[src/rtl/core_pkg.sv]
// -----------------------------------------------------------------------------
// core_pkg
//   Shared constants and types for the rv64 core front end.
//   - RESET_PC_DEFAULT : default PC loaded on reset
//   - NOP_INSTR        : canonical NOP (addi x0, x0, 0)
//   - fetch_entry_t    : one instruction-buffer entry {pc, instr, fault}
// -----------------------------------------------------------------------------
package core_pkg;

  localparam logic [63:0] RESET_PC_DEFAULT = 64'h0000_0000_8000_0000;
  localparam logic [31:0] NOP_INSTR        = 32'h0000_0013;

  typedef struct packed {
    logic [63:0] pc;
    logic [31:0] instr;
    logic        fault;
  } fetch_entry_t;

endpackage

[src/rtl/fetch_fifo.sv]
// -----------------------------------------------------------------------------
// fetch_fifo
//   Synchronous FIFO of fetch_entry_t used as the fetch instruction buffer.
//   Ports:
//     clk_i, rst_i  : clock, synchronous active-high reset
//     flush_i       : empties the FIFO (takes priority over push/pop)
//     push_i        : write push_data_i at the tail
//     push_data_i   : entry to write
//     pop_i         : remove the head (ignored when empty)
//     head_o        : current head entry (don't-care when empty_o)
//     full_o        : no free entry
//     empty_o       : no valid entry
//     count_o       : number of valid entries (0..DEPTH)
//   Handshake: an entry is written when push_i is high and there is room, where
//   a pop in the same cycle frees room, so push+pop while full is legal.
//   DEPTH must be a power of two, at least 2.
// -----------------------------------------------------------------------------
module fetch_fifo
  import core_pkg::*;
#(
  parameter  int DEPTH = 4,
  localparam int AW    = $clog2(DEPTH),
  localparam int CW    = $clog2(DEPTH + 1)
) (
  input  logic         clk_i,
  input  logic         rst_i,
  input  logic         flush_i,
  input  logic         push_i,
  input  fetch_entry_t push_data_i,
  input  logic         pop_i,
  output fetch_entry_t head_o,
  output logic         full_o,
  output logic         empty_o,
  output logic [CW-1:0] count_o
);

  fetch_entry_t    mem_q [DEPTH];
  logic [AW-1:0]   wr_q, rd_q;
  logic [CW-1:0]   count_q;
  logic            do_push, do_pop;

  assign empty_o = (count_q == '0);
  assign full_o  = (count_q == CW'(DEPTH));
  assign count_o = count_q;
  assign head_o  = mem_q[rd_q];

  assign do_pop  = pop_i & ~empty_o;
  assign do_push = push_i & (~full_o | do_pop);

  // Pointers wrap naturally because DEPTH is a power of two.
  always_ff @(posedge clk_i) begin
    if (rst_i || flush_i) begin
      wr_q    <= '0;
      rd_q    <= '0;
      count_q <= '0;
    end else begin
      if (do_push) wr_q <= wr_q + AW'(1);
      if (do_pop)  rd_q <= rd_q + AW'(1);
      count_q <= count_q + CW'(do_push) - CW'(do_pop);
    end
  end

  always_ff @(posedge clk_i) begin
    if (do_push) mem_q[wr_q] <= push_data_i;
  end

endmodule

[src/rtl/if_stage.sv]
// -----------------------------------------------------------------------------
// if_stage
//   Instruction-fetch stage. Owns the PC, issues in-order word requests to
//   instruction memory (up to MAX_OUTSTANDING in flight), buffers returned
//   words with their PCs in fetch_fifo and presents the head downstream.
//   Redirects from EX flush everything and discard responses to killed
//   requests.
//
//   Build option: IF_MISALIGN_TRAP_EN
//     defined   : a redirect target with [1:0] != 0 halts fetch and delivers a
//                 single {target, NOP, fault=1} entry; the next redirect
//                 resumes fetch.
//     undefined : redirect target bits [1:0] are forced to zero and
//                 if_fault_o is always 0.
//
//   Ports:
//     clk_i, rst_i             : clock, synchronous active-high reset
//     redirect_i/redirect_pc_i : EX redirect and its target
//     imem_req_o/imem_addr_o   : fetch request, word address (= pc_q)
//     imem_gnt_i               : request accepted (req & gnt = handshake)
//     imem_rvalid_i/rdata_i    : in-order response, >= 1 cycle after grant
//     if_valid_o/pc_o/instr_o/fault_o : FIFO head towards decode
//     if_ready_i               : downstream takes the head (load-use stall
//                                drives it low)
//   Handshakes: imem side transfers on req & gnt; downstream transfers on
//   if_valid_o & if_ready_i. Neither valid depends on its ready.
// -----------------------------------------------------------------------------
module if_stage
  import core_pkg::*;
#(
  parameter logic [63:0] RESET_PC        = RESET_PC_DEFAULT,
  parameter int          FIFO_DEPTH      = 4,
  parameter int          MAX_OUTSTANDING = 2
) (
  input  logic        clk_i,
  input  logic        rst_i,
  input  logic        redirect_i,
  input  logic [63:0] redirect_pc_i,
  output logic        imem_req_o,
  output logic [63:0] imem_addr_o,
  input  logic        imem_gnt_i,
  input  logic        imem_rvalid_i,
  input  logic [31:0] imem_rdata_i,
  output logic        if_valid_o,
  output logic [63:0] if_pc_o,
  output logic [31:0] if_instr_o,
  output logic        if_fault_o,
  input  logic        if_ready_i
);

  localparam int OW  = $clog2(MAX_OUTSTANDING + 1);
  localparam int FCW = $clog2(FIFO_DEPTH + 1);
  localparam int SW  = $clog2(FIFO_DEPTH + MAX_OUTSTANDING + 1);
  localparam int IW  = (MAX_OUTSTANDING > 1) ? $clog2(MAX_OUTSTANDING) : 1;

`ifdef IF_MISALIGN_TRAP_EN
  localparam logic TRAP_EN = 1'b1;
`else
  localparam logic TRAP_EN = 1'b0;
`endif

  logic [63:0]   pc_q, pc_d;
  logic [OW-1:0] out_cnt_q, out_cnt_d;
  logic [OW-1:0] drop_cnt_q, drop_cnt_d;
  logic          halt_q, halt_d;
  logic          fault_pend_q, fault_pend_d;

  // PCs of granted, still-live requests, in issue order.
  logic [63:0]   infl_pc_q [MAX_OUTSTANDING];
  logic [IW-1:0] infl_wr_q, infl_wr_d, infl_rd_q, infl_rd_d;

  logic          misalign;
  logic [63:0]   redirect_tgt;
  logic          grant, resp_keep, resp_drop, fault_push;
  logic          fifo_push, fifo_pop, fifo_full, fifo_empty;
  logic [FCW-1:0] fifo_count;
  fetch_entry_t  fifo_wdata, fifo_head;

  function automatic logic [IW-1:0] next_idx(input logic [IW-1:0] idx);
    return (idx == IW'(MAX_OUTSTANDING - 1)) ? '0 : idx + IW'(1);
  endfunction

  assign misalign     = TRAP_EN & (redirect_pc_i[1:0] != 2'b00);
  assign redirect_tgt = TRAP_EN ? redirect_pc_i : {redirect_pc_i[63:2], 2'b00};

  // Credit check: outstanding responses already own a FIFO slot, so the sum
  // of outstanding and buffered entries never exceeds FIFO_DEPTH.
  assign imem_req_o  = ~rst_i & ~redirect_i & ~halt_q
                     & (out_cnt_q < OW'(MAX_OUTSTANDING))
                     & ((SW'(out_cnt_q) + SW'(fifo_count)) < SW'(FIFO_DEPTH));
  assign imem_addr_o = pc_q;

  assign grant     = imem_req_o & imem_gnt_i;
  assign resp_keep = imem_rvalid_i & (drop_cnt_q == '0);
  assign resp_drop = imem_rvalid_i & (drop_cnt_q != '0);

  // While a fault is pending no live request exists, so the fault entry never
  // competes with a kept response for the push port.
  assign fault_push = fault_pend_q & fifo_empty & ~redirect_i;
  assign fifo_push  = ~redirect_i & (resp_keep | fault_push);
  assign fifo_pop   = if_valid_o & if_ready_i & ~redirect_i;

  always_comb begin
    fifo_wdata = '0;
    if (fault_push) begin
      fifo_wdata.pc    = pc_q;
      fifo_wdata.instr = NOP_INSTR;
      fifo_wdata.fault = 1'b1;
    end else begin
      fifo_wdata.pc    = infl_pc_q[infl_rd_q];
      fifo_wdata.instr = imem_rdata_i;
      fifo_wdata.fault = 1'b0;
    end
  end

  fetch_fifo #(.DEPTH(FIFO_DEPTH)) u_fifo (
    .clk_i       (clk_i),
    .rst_i       (rst_i),
    .flush_i     (redirect_i),
    .push_i      (fifo_push),
    .push_data_i (fifo_wdata),
    .pop_i       (fifo_pop),
    .head_o      (fifo_head),
    .full_o      (fifo_full),
    .empty_o     (fifo_empty),
    .count_o     (fifo_count)
  );

  assign if_valid_o = ~fifo_empty;
  assign if_pc_o    = fifo_head.pc;
  assign if_instr_o = fifo_head.instr;
  assign if_fault_o = TRAP_EN & fifo_head.fault;

  // Redirect overrides everything. out_cnt still tracks killed requests; they
  // are moved into drop_cnt so their responses get swallowed on return.
  always_comb begin
    pc_d         = pc_q;
    out_cnt_d    = out_cnt_q + OW'(grant) - OW'(imem_rvalid_i);
    drop_cnt_d   = drop_cnt_q - OW'(resp_drop);
    halt_d       = halt_q;
    fault_pend_d = fault_pend_q & ~fault_push;
    infl_wr_d    = grant     ? next_idx(infl_wr_q) : infl_wr_q;
    infl_rd_d    = resp_keep ? next_idx(infl_rd_q) : infl_rd_q;
    if (redirect_i) begin
      pc_d         = redirect_tgt;
      drop_cnt_d   = out_cnt_q - OW'(imem_rvalid_i);
      halt_d       = misalign;
      fault_pend_d = misalign;
      infl_wr_d    = '0;
      infl_rd_d    = '0;
    end else if (grant) begin
      pc_d = pc_q + 64'd4;
    end
  end

  always_ff @(posedge clk_i) begin
    if (rst_i) begin
      pc_q         <= RESET_PC;
      out_cnt_q    <= '0;
      drop_cnt_q   <= '0;
      halt_q       <= 1'b0;
      fault_pend_q <= 1'b0;
      infl_wr_q    <= '0;
      infl_rd_q    <= '0;
    end else begin
      pc_q         <= pc_d;
      out_cnt_q    <= out_cnt_d;
      drop_cnt_q   <= drop_cnt_d;
      halt_q       <= halt_d;
      fault_pend_q <= fault_pend_d;
      infl_wr_q    <= infl_wr_d;
      infl_rd_q    <= infl_rd_d;
    end
  end

  always_ff @(posedge clk_i) begin
    if (grant) infl_pc_q[infl_wr_q] <= pc_q;
  end

endmodule

[config.mk]
export PLATFORM = sky130hd
export DESIGN_NAME = if_stage
export DESIGN_NICKNAME = d
export VERILOG_FILES = /design/src/rtl/core_pkg.sv /design/src/rtl/fetch_fifo.sv /design/src/rtl/if_stage.sv
export SDC_FILE = /design/constraint.sdc
export NUM_CORES = 1
export LEC_CHECK = 0
export BUFFER_PORTS_ARGS = -buffer_cell sky130_fd_sc_hd__buf_2
export CAP_MARGIN = 10
export CELL_PAD_IN_SITES_DETAIL_PLACEMENT = 2
export CELL_PAD_IN_SITES_GLOBAL_PLACEMENT = 2
export CORE_MARGIN = 2
export CORE_UTILIZATION = 43
export CTS_CLUSTER_SIZE = 16
export DETAILED_ROUTE_END_ITERATION = 8
export PLACE_DENSITY_LB_ADDON = 0.1
export SYNTH_ARGS = -nofsm -noshare
export SYNTH_HDL_FRONTEND = slang
export SYNTH_HIERARCHICAL = 1
export SYNTH_SLANG_ARGS = --single-unit
[constraint.sdc]
create_clock -name clk_i -period 6.7 [get_ports clk_i]
set_input_delay 0.67 -clock clk_i [delete_from_list [all_inputs] [get_ports clk_i]]
set_output_delay 0.67 -clock clk_i [all_outputs]
set_load 0.05 [all_outputs]
# Word level (Yosys, flattened, before mapping)
# Memories as Yosys holds them, arrays and structs flattened. A register that Yosys moved wholly into a read port is not among the register bits.
# Cells that the tools add are included.
[totals]
mem_count = 2
register_bits = 78
mem_bits_rw = 516
out_inout_bits = 163
elab_cells = 68
inputBits = 102
[op_classes]
n_addsub = 12
n_bitwise = 21
order_cmp = 2
muxes = 14
n_eq_ne = 1
reduce_logical = 6
[mem_list]
columns = ["name", "words", "width", "read_ports", "rd_ports_with_merged_regs", "write_ports", "line", "text"]
rows = [
  ["u_fifo.mem_q", 4, 97, 1, 1, 1, "fetch_fifo.sv:37", "fetch_entry_t mem_q [DEPTH];"],
  ["infl_pc_q", 2, 64, 1, 1, 1, "if_stage.sv:69", "logic [63:0] infl_pc_q [MAX_OUTSTANDING];"],
]
[ops]
columns = ["cell", "n"]
rows = [
  ["$mux 64", 2],
  ["$mux 97", 1],
  ["$add 64x3->64 const B", 1],
  ["$and 1x1->1", 14],
  ["$mux 1", 8],
  ["$mux 2", 3],
  ["$sub 2x1->2", 3],
  ["$not 1->1", 5],
  ["$add 2x1->2 const B", 2],
  ["$reduce_bool 2->1", 2],
  ["$add 2x3->3", 1],
  ["$add 3x1->3", 1],
  ["$eq 3x3->1 const B", 1],
  ["$logic_not 3->1", 1],
  ["$lt 3x3->1 const B", 1],
  ["$sub 3x1->3", 1],
  ["$add 1x1->1 const B", 2],
  ["$add 2x1->2", 1],
  ["$logic_not 2->1", 1],
  ["$lt 2x2->1 const B", 1],
  ["$or 1x1->1", 2],
  ["$reduce_or 2->1", 1],
  ["$logic_or 1x1->1", 1],
]

# Depth between registers and ports, before layout
[depth]
depth_word = 9
ltp_mapped = 13
depth_no_buf = 11

# Modules after synthesis
# Netlist, hierarchy kept.
[modules_own_cells]
columns = ["mod", "instances", "cells_each", "seq_area_each_um2", "area_per_inst_um2"]
rows = [
  ["fetch_fifo", 1, 555, 11831.3, 14466.4],
  ["if_stage", 1, 911, 5124.9, 9441.6],
]

# Worst setup path before layout
# No wires, ideal clock.
[synth_path]
kind = "reg2reg"
from = "reg u_fifo.count_q[1], in the netlist u_fifo/count_o[1]"
to = "mem infl_pc_q[0][10], enable pin"
n_path_buf = 3
slack_ns = 1.751
arrival_time_ns = 4.467
required_ns = 6.218
stages_incl_launch_ff = 10
setup_ns = 0.482
synth_period_minus_slack_ns = 4.949
path_cell_list = "dfxtp_1 > ha_1 > a311oi_2 > o31ai_2 > nor3_2 > inv_2 > buf_2 > buf_2 > buf_2 > nor2_1"
[synth_between]
elab_chain_len = 6
[synth_lines]
columns = ["element", "line", "text"]
rows = [
  ["start: declaration", "fetch_fifo.sv:39", "logic [CW-1:0] count_q;"],
  ["start signal: assignment", "fetch_fifo.sv:59", "count_q <= count_q + CW'(do_push) - CW'(do_pop);"],
  ["$add 2x3->3", "if_stage.sv:90", "& ((SW'(out_cnt_q) + SW'(fifo_count)) < SW'(FIFO_DEPTH));"],
  ["$lt 3x3->1", "if_stage.sv:90", ""],
  ["$and 1x1->1", "if_stage.sv:90", ""],
  ["$and 1x1->1", "if_stage.sv:93", "assign grant = imem_req_o & imem_gnt_i;"],
  ["$mux 1", "if_stage.sv:177", "if (grant) infl_pc_q[infl_wr_q] <= pc_q;"],
  ["$mux 1 (not written as such)", "if_stage.sv:177", ""],
  ["end: declaration", "if_stage.sv:69", ""],
]
# No other way between the ends.

==> flow_summary.toml <==
[sta]
fin_setup_tns_ns = 0
fin_crit_ns = 3.77
final_hold_viol_count = 0
fmax_mhz = 265
holdWs_ns = 0.295
slew_headroom_pct = 32.4
post-route-period-util_pct = 56.2
setup_viol = 0
finalClockSkew_ns = 0.0240
drv_slew = 0
tightest_slew_ns = 1.01
rsz0062_at_grt = "false"

[floorplan]
fp.dieH_um = 239
io_pins = 265
initial_utilization_pct = 43.3
placementRows = 86
dieArea_mm2 = 0.0571
fp.dieW_um = 239
core_mm2 = 0.0549

[drt]
detail-route-antenna-nets = 0
vias = 14148
vias_per_cell = 5.68
wirelength_mm = 67.7
wl_per_cell_um = 27.2
dr.pass1.iters = 6
first_iter_violations = 875
drc = 0

[logic_synthesis]
synth_area_mm2 = 0.0238
yosys_warnings = 6
synth_cells = 1460
synth.avg_cell_area_um2 = 16.3

[global_routing]
grtUsageTotal_pct = 24.0
grt_overflow_total = 0
antenna_found_initial = 2
grt_pass1_vias = 15759
grt_max_degree = 66
grt_first_pass_wirelength_mm = 101

[setup_path]
path_cells = "buf_12 > mux4_2 > buf_2"
critical-path-max-stage-delay_ns = 0.98
cpMaxStageDelayCell = "dfxtp_4"
start_kind = "flip-flop"
r2r_start = "u_fifo/count_o[1]"
end_kind = "output port"
cp_max_fo = 57
cp_data_required_time_ns = 6.03
critPathArrivalTime_ns = 3.10
critPathKind = "flip-flop to output port"

[clock_tree]
cts_buffers = 66
ctsHoldBuffers = 0
htree_num_levels = 3
numClockSinks = 587
cts_resized = 0
cts_root_buf = "clkbuf_16"
clockBufferDepth = 3
cts_setup_buffers = 0
clk_pin_slew_ns = 0.06
insertion_delay_ns = 0.61
tritoncts = "built"

[power]
max-vdd-ir-drop_mv = 0.217
powerDensity_mw_per_mm2 = 298
p_leak_nw = 9.32
total_power_mw = 8.35

[placed_design]
gp_congestion = 0.753
hpwl_mm = 42.7
port_buffers = 259
dpl_cell_area_mm2 = 0.0258

[cells_and_area]
area_delta_synth_final_pct = 17.8
design_area_mm2 = 0.0280
nets = 1847
drive_gt1_share_pct = 28.0
fillerInstances = 5036

[hold_path]
worstHoldStart = "redirect_pc_i[40]"
hold_path.class = "primary input to flip-flop"

[run_status]
status = "finished clean"

[run]
maxCapViolCount = 0
-- metrics by stage --
stage	instances	util (%)	setup slack, ns
2_1_floorplan	1470	-	1.77
3_3_place_gp	2368	47.0	2.87
3_5_place_dp	2368	47.0	2.55
4_1_cts	2488	50.9	2.86
5_1_grt	2490	51.0	2.71
6_report	2491	51.0	2.93
-- state kept, by name, indices dropped and copies added (netlist names), named ones only --
| register | flops |
|---|---|
| infl_pc_q | 124 |
| out_cnt_q | 2 |
| infl_rd_q | 1 |
| infl_wr_q | 1 |
| u_fifo/wr_q | 2 |
| fault_pend_q | 1 |
| imem_addr_o | 62 |
| u_fifo/count_o | 3 |
| drop_cnt_q | 2 |
| u_fifo/mem_q | 384 |
| u_fifo/rd_q | 2 |
-- critical path: cells and delay by family (launching register included) --
| kind | cells | cell delay (ns) |
|---|---|---|
| buffers and inverters | 2 | 0.67 |
| flip-flops | 1 | 0.98 |
| multiplexers | 1 | 0.61 |
-- power by group --
part / internal, mW / switching [mW] / leakage, nW / total (mW)
clock network: 2.13 / 1.45 / 1.05 / 3.58
logic: 0.166 / 0.434 / 3.00 / 0.600
registers: 4.07 / 0.0975 / 5.28 / 4.17
total: 6.37 / 1.98 / 9.32 / 8.35
-- layer usage --
metal	up-vias	track usage (%)	wire length, µm	share of wire (%)
met2	325	41.0	34300	51
met3	93	3.89	2420	3.6
met1	7441	31.7	29300	43
met5	-	0	0	0
met4	0	7.33	1700	2.5
li1	6289	-	-	-
-- layout by cell type, fill, tap and decap left out, types with 5 or more instances in the layout --
master / instances
nor3_1: 20
xnor2_1: 14
o21ai_1: 5
inv_1: 15
and2_1: 39
nand4_1: 21
nand3_1: 27
o22ai_1: 10
or3_1: 5
mux2_1: 7
a31oi_1: 13
dfxtp_1: 76
ha_1: 11
conb_1: 11
clkbuf_16: 68
nor4_1: 12
nor2_1: 41
and4_1: 12
and3_1: 19
nor4_2: 6
buf_4: 15
mux4_2: 96
clkbuf_1: 23
buf_2: 259
edfxtp_1: 508
buf_12: 5
xor2_1: 19
clkinv_2: 9
a211oi_1: 7
clkbuf_8: 8
nand2_1: 126
o21ai_0: 79
mux2i_1: 68
a21oi_1: 49
-- path summary, 6_finish.rpt --
kind,endpoint,slack [ns],cells after the start
max,if_pc_o[21],2.93,3
min reg2reg,fault_pend_q,0.50,1
min,imem_addr_o[40],0.30,3
max reg2reg,infl_pc_q[1][19],3.02,7
-- final cells by class --
type | instances | area, µm² | share of cell area (%)
sequential | 587 | 16800 | 60.2
multi-input combinational | 781 | 6500 | 23.2
clock buffer | 99 | 1900 | 6.78
timing repair buffer | 280 | 1520 | 5.43
tap | 704 | 881 | 3.15
clock inverter | 21 | 255 | 0.912
inverter | 17 | 65.1 | 0.233
antenna | 2 | 5.00 | 0.0179
(Power assumes the default switching activity.)
